==> src/rtl/uart_tx_fifo.sv <==
// 8N1 UART transmitter fed by a small circular byte FIFO (depth 2^AW).
// Define UART_TX_PARITY_EN to insert an even-parity bit between the data and stop bits.
module uart_tx_fifo #(
    parameter int CLKS_PER_BIT = 5208,
    parameter int AW           = 2
) (
    input  logic          clk,
    input  logic          reset,
    input  logic [7:0]    tx_data,
    input  logic          tx_valid,
    output logic          tx_ready,
    output logic          UART_txd,
    output logic          tx_busy,
    output logic [AW:0]   fifo_count
);

    localparam int DEPTH = 1 << AW;
    localparam int BCW   = (CLKS_PER_BIT > 2) ? $clog2(CLKS_PER_BIT) : 1;
    localparam logic [BCW-1:0] BAUD_MAX   = BCW'(CLKS_PER_BIT - 1);
    localparam logic [AW:0]    FULL_COUNT = (AW + 1)'(DEPTH);

`ifdef UART_TX_PARITY_EN
    typedef enum logic [2:0] {S_IDLE, S_START, S_DATA, S_PARITY, S_STOP} state_e;
`else
    typedef enum logic [1:0] {S_IDLE, S_START, S_DATA, S_STOP} state_e;
`endif

    state_e         state_q, state_d;
    logic [BCW-1:0] baud_q, baud_d;
    logic [2:0]     bitIdx_q, bitIdx_d;
    logic [7:0]     shift_q, shift_d;
    logic           txd_q, txd_d;
`ifdef UART_TX_PARITY_EN
    logic           parity_q, parity_d;
`endif

    logic [7:0]     mem_q [DEPTH];
    logic [AW-1:0]  wrPtr_q, wrPtr_d;
    logic [AW-1:0]  rdPtr_q, rdPtr_d;
    logic [AW:0]    count_q, count_d;

    logic           push;
    logic           pop;
    logic           baudWrap;
    logic [7:0]     headByte;

    assign tx_ready   = (count_q != FULL_COUNT);
    assign push       = tx_valid && tx_ready;
    assign baudWrap   = (baud_q == BAUD_MAX);
    assign headByte   = mem_q[rdPtr_q];
    assign UART_txd   = txd_q;
    assign tx_busy    = (state_q != S_IDLE);
    assign fifo_count = count_q;

    // Storage is not reset; only the pointers and count define what is valid.
    always_ff @(posedge clk) begin
        if (push) begin
            mem_q[wrPtr_q] <= tx_data;
        end
    end

    always_comb begin
        wrPtr_d = wrPtr_q;
        rdPtr_d = rdPtr_q;
        count_d = count_q;
        if (push) begin
            wrPtr_d = wrPtr_q + 1'b1;
        end
        if (pop) begin
            rdPtr_d = rdPtr_q + 1'b1;
        end
        case ({push, pop})
            2'b10:   count_d = count_q + 1'b1;
            2'b01:   count_d = count_q - 1'b1;
            default: count_d = count_q;
        endcase
    end

    always_comb begin
        state_d  = state_q;
        baud_d   = baudWrap ? '0 : baud_q + 1'b1;
        bitIdx_d = bitIdx_q;
        shift_d  = shift_q;
        txd_d    = txd_q;
        pop      = 1'b0;
`ifdef UART_TX_PARITY_EN
        parity_d = parity_q;
`endif
        case (state_q)
            S_IDLE: begin
                baud_d = '0;
                txd_d  = 1'b1;
                if (count_q != '0) begin
                    pop     = 1'b1;
                    shift_d = headByte;
                    txd_d   = 1'b0;
                    state_d = S_START;
`ifdef UART_TX_PARITY_EN
                    parity_d = ^headByte;
`endif
                end
            end
            S_START: begin
                if (baudWrap) begin
                    state_d  = S_DATA;
                    bitIdx_d = 3'd0;
                    txd_d    = shift_q[0];
                end
            end
            // The register shifts right so the bit on the line always sits in shift_q[0].
            S_DATA: begin
                if (baudWrap) begin
                    if (bitIdx_q == 3'd7) begin
`ifdef UART_TX_PARITY_EN
                        state_d = S_PARITY;
                        txd_d   = parity_q;
`else
                        state_d = S_STOP;
                        txd_d   = 1'b1;
`endif
                    end else begin
                        bitIdx_d = bitIdx_q + 1'b1;
                        shift_d  = {1'b0, shift_q[7:1]};
                        txd_d    = shift_q[1];
                    end
                end
            end
`ifdef UART_TX_PARITY_EN
            S_PARITY: begin
                if (baudWrap) begin
                    state_d = S_STOP;
                    txd_d   = 1'b1;
                end
            end
`endif
            S_STOP: begin
                if (baudWrap) begin
                    if (count_q != '0) begin
                        pop     = 1'b1;
                        shift_d = headByte;
                        txd_d   = 1'b0;
                        state_d = S_START;
`ifdef UART_TX_PARITY_EN
                        parity_d = ^headByte;
`endif
                    end else begin
                        txd_d   = 1'b1;
                        state_d = S_IDLE;
                    end
                end
            end
            default: begin
                state_d = S_IDLE;
                txd_d   = 1'b1;
            end
        endcase
    end

    always_ff @(posedge clk) begin
        if (reset) begin
            state_q  <= S_IDLE;
            baud_q   <= '0;
            bitIdx_q <= '0;
            shift_q  <= '0;
            txd_q    <= 1'b1;
            wrPtr_q  <= '0;
            rdPtr_q  <= '0;
            count_q  <= '0;
`ifdef UART_TX_PARITY_EN
            parity_q <= 1'b0;
`endif
        end else begin
            state_q  <= state_d;
            baud_q   <= baud_d;
            bitIdx_q <= bitIdx_d;
            shift_q  <= shift_d;
            txd_q    <= txd_d;
            wrPtr_q  <= wrPtr_d;
            rdPtr_q  <= rdPtr_d;
            count_q  <= count_d;
`ifdef UART_TX_PARITY_EN
            parity_q <= parity_d;
`endif
        end
    end

endmodule

==> config.mk <==
export PLATFORM = sky130hd
export DESIGN_NAME = uart_tx_fifo
export DESIGN_NICKNAME = d
export VERILOG_FILES = /design/src/rtl/uart_tx_fifo.sv
export SDC_FILE = /design/constraint.sdc
export NUM_CORES = 1
export LEC_CHECK = 0
export ABC_AREA = 1
export CAP_MARGIN = 5
export CORE_MARGIN = 1
export CORE_UTILIZATION = 30
export DETAILED_ROUTE_END_ITERATION = 6
export DONT_BUFFER_PORTS = 1
export GPL_TIMING_DRIVEN = 0
export PLACE_DENSITY = 0.52
export SYNTH_ARGS = -nofsm -noshare
export SYNTH_HDL_FRONTEND = slang
export SYNTH_SLANG_ARGS = --single-unit
==> constraint.sdc <==
create_clock -name clk -period 5.2 [get_ports clk]
set_clock_uncertainty 0.05 [all_clocks]
set_input_delay 0.52 -clock clk [delete_from_list [all_inputs] [get_ports clk]]
set_output_delay 0.52 -clock clk [all_outputs]
set_load 0.02 [all_outputs]
* Word level (Yosys, flattened, before mapping) *
Memory sizes are Yosys's and may differ from the RTL's. A register that Yosys moved wholly into a read port is not among the register bits.
Cells that the tools add are included.

operators by class
  add/sub/neg operators = 6
  equal/unequal tests = 14
  multiplexer cells = 30
  reductions and logical operators = 12

operator list
  cell                   number
  $mux 8                 4
  $pmux 8 s3             1
  $mux 2                 7
  $add 13x1->13 const B  1
  $eq 13x13->1 const B   1
  $ne 2x2->1 const B     6
  $pmux 3 s2             2
  $mux 1                 10
  $mux 3                 3
  $pmux 2 s4             1
  $reduce_and 4->1       2
  $add 3x1->3 const B    2
  $eq 2x2->1 const B     3
  $reduce_bool 2->1      3
  $reduce_bool 3->1      2
  $reduce_and 5->1       1
  $add 2x1->2 const B    2
  $eq 2x1->1 const B     2
  $pmux 1 s4             1
  $eq 3x3->1 const B     1
  $ne 3x3->1 const B     1
  $reduce_and 3->1       1
  $reduce_or 3->1        1
  $sub 3x1->3 const B    1
  3 further kinds        3

storage, ports and cells
  bits in registers = 34
  memory bits (writable) = 32
  input bits = 11
  output and inout port bits = 6
  word-level logic and storage cells = 71
  memories = 1

memories
  memory  words  bits a word  rd ports  clocked after memory_dff  wr ports  line  RTL
  mem_q   4      8            1         1                         1         37    logic [7:0] mem_q [DEPTH];

* Longest topological paths before layout *
  depth after elaboration = 6
  mapped depth = 12
  depth with buffers taken out = 12

* Least setup slack after synthesis *
No wires, ideal clock.

  kind = register to register
  start point = register state_q[0]
  end point = register count_q[2] (netlist: fifo_count[2])
  library setup time = 122 ps
  arrival = 2126 ps
  required time = 5028 ps
  slack = 2902 ps
  stages on the path, launching flop included = 13
  buffers on the path = 0
  period minus slack after synthesis = 2298 ps
  cells stage by stage = dfxtp_1 inv_1 ha_1 inv_1 nand3_1 o21ai_2 ha_1 inv_1 fa_1 a21oi_1 o21ai_0 o21ai_0 a21oi_1

on the way
  longest elaborated chain between the ends = 4
  elaborated cells on any way between the ends = 7
  classes of those cells = eq/ne: 3; mux: 2; reduce/logical: 2

RTL lines
  what                                             line  RTL
  start, declared                                  28    state_e state_q, state_d;
  start signal, assigned                           173   state_q <= state_d;
  $eq 2x2->1 or $logic_not 2->1 (tied branches)    89    case (state_q)
  $pmux 1 s2 (*)                                   89
  via pop                                          43    logic pop;
  $eq 2x1->1 or $eq 2x2->1 (tied branches)         72    case ({push, pop})
  $pmux 3 s2 or $reduce_bool 2->1 (tied branches)  --
  end signal, assigned                             180   count_q <= count_d;
  end, declared                                    40    logic [AW:0] count_q, count_d;

Mark *: on every way through the listed nets, which the timed path passes. The rest lies on a longest branch.
A chain may end at the register's enable or synchronous reset.

* Worst setup path after layout *
Ends and elaborated chain as after synthesis.

==> flow_summary.ini <==
[status]
outcome = completed

[routing]
drt_iter0_drc = 126
antenna_left = 0
drt_first_pass_iters = 4
drc = 0
routedWlPerCell_um = 12.0
vias_per_cell = 4.45
wirelength_um = 6310
via_count = 2339

[timing]
slew_headroom_pct = 43.1
rsz0062_at_grt = no
worst_pin_slew_ps = 850
drv_slew = 0
finalSetupTns_ps = 0
hold_slack_ps = 210
fmax_ghz = 0.373
hold_viol_final = 0
finalCritPeriodShare_pct = 51.6
fin_crit_ps = 2680
setup_viol = 0
fin_ws_ps = 2520

[clock_tree]
cts_root_buf = clkbuf_8
cts_max_level = 3
clockBufferDepth = 2
holdBufCountCts = 0
clk_pin_slew_worst_paths_ps = 80
cts_tree = yes
cts_resized = 0
postCtsSetupBuffers = 0
clock_latency_ps = 350
clkSinkCount = 68
numCtsBuffers = 9

[cells_and_area]
seq_area_mm2 = 0.00168
final_common_cell = nand2_1
drive_gt1_share_pct = 8.97
antenna_cells = 0
multi_input_area_mm2 = 0.00128
n_fill_cell = 1097
area_growth_pct = 11.1
fin_cells = 526
nets = 410
final_cell_mix = nand2_1, nor2_1, inv_1
postLayoutCellArea_mm2 = 0.00352
post-route-util_pct = 34.3

[die]
die_h_um = 105
initial_core_util_pct = 30.8
std_cell_rows = 37
die_w_um = 105
coreArea_mm2 = 0.0103
pin_count = 17
dieArea_mm2 = 0.0110

[worst_setup_path]
crit_type = flop to flop
crit_fanout = 5
slowest_delay_ps = 400
crit_family = adder cells
end_kind = flop
cp_cell_sequence = inv_1 > ha_1 > a21oi_1 > nand2_1 > o21ai_2 > ha_1 > inv_1 > fa_1 > a21oi_1 > o21ai_0 > o21ai_0 > a21oi_1
cp.required_ps = 5390
cp_slowest_cell = ha_1
cpMostUsedCell = a21oi_1
cp_num_buf_inv = 2
critPathArrivalTime_ps = 2870
start_kind = flop

[worst_hold_path]
hp-class = input port to flop

[logic_synthesis]
synthCells = 374
yosysUniqueCellTypes = 31
synth-seq-area-share_pct = 53.1
synth_nets = 399
syn_area_per_cell_um2 = 8.47
ys_top_cells_by_area = edfxtp_1, dfxtp_1, nand2_1
ys_ff_latch = 68
synth_top_area_cell = edfxtp_1
synth_area_mm2 = 0.00317
synth_top_area_share_pct = 30.3
yosys_warnings = 0

[global_route]
grt_pass1_wl_um = 10700
grt_max_degree = 12
gr-total-overflow = 0
grt_usage_pct = 12.7
grt_antenna_before_repair = 0
grt_pass1_vias = 2289

[place]
pre_cts_ws_ps = 2560
dpl.hpwl_um = 4430
place_area_mm2 = 0.00334
dp.cells = 510
gp_congestion = 0.751
io_buffers = 0

[power]
seq_power_share_pct = 39.5
power_density_mw_per_mm2 = 510
p_int_mw = 1.09
ir_drop_uv = 143
power.share.switching_pct = 39.1
power_frac_comb_pct = 37.3
p_switching_uw = 702
pwr-share-clk_pct = 23.1
power_leakage_nw = 1.35
total_power_mw = 1.80

[run]
max_cap_violations = 0
==> path summary, 6_finish.rpt <==
check	from	to	slack (ps)	depth (start not counted)
max	state_q[0]$_SDFFE_PP0P_	fifo_count[2]$_SDFFE_PP0P_	2520	12
min	tx_data[7]	mem_q[1][7]$_DFFE_PP_	210	0
max reg2reg	state_q[0]$_SDFFE_PP0P_	fifo_count[2]$_SDFFE_PP0P_	2520	12
min reg2reg	baud_q[0]$_SDFF_PP0_	baud_q[0]$_SDFF_PP0_	400	1
==> final cells by class <==
class | instances | share of cell area [%]
flip-flops and latches | 68 | 47.8
multi-input cells | 256 | 36.4
well taps | 136 | 4.83
inverters | 41 | 4.37
clock buffers | 10 | 3.62
clock inverters | 6 | 1.56
plain buffers | 9 | 1.49
==> synthesized netlist by cell type (all sizes together) <==
cell type and count:
xnor2 1, buf 6, or2 4, nor2 69, inv 41, nand2 83, nand3b 1, nand4 4
o21ai 34, clkbuf 3, nor3b 2, nand3 15, nor3 3, xor2 2, edfxtp 32, a31oi 1
ha 13, fa 1, a21oi 23, dfxtp 36
==> kinds of logic after synthesis <==
kind of cell	share of synthesized area [%]
AND/OR/NAND/NOR	24.5
flip-flops	53.1
AO/OA/AOI/OAI	9.32
buffers and inverters	6.52
adder cells (fa/ha/maj)	5.77
XOR/XNOR	0.830
==> power groups by stage <==
stage	Clock, mW	Combinational [mW]	Sequential, mW
6_report	0.415	0.670	0.710
5_1_grt	0.448	0.790	0.721
4_1_cts	0.429	0.678	0.712
3_5_place_dp	0	0.674	0.724
3_3_place_gp	0	0.667	0.722
2_1_floorplan	0	0.535	0.711
==> sequential cells by signal, summed over array words and instances (netlist names), named ones only <==
| name | flops |
|---|---|
| wrPtr_q | 2 |
| state_q | 2 |
| mem_q | 32 |
| shift_q | 8 |
| UART_txd | 1 |
| bitIdx_q | 3 |
| baud_q | 13 |
| fifo_count | 3 |
| rdPtr_q | 2 |
==> worst register-to-register path, delay by kind of cell (launching register included) <==
family | cells | cell delay (ps)
flops | 1 | 390
compound gates | 6 | 880
simple gates | 1 | 130
fa+ha+maj | 3 | 940
buf+inv | 2 | 180
==> metal layers <==
metal	vias up	track usage, %	wire (um)
met5	-	0	0
met4	0	6.94	151
met3	10	2.99	189
met2	22	20.8	2990
met1	1076	15.3	2980
li1	1231	-	-
No activity file was read; power rests on OpenSTA's default activity.
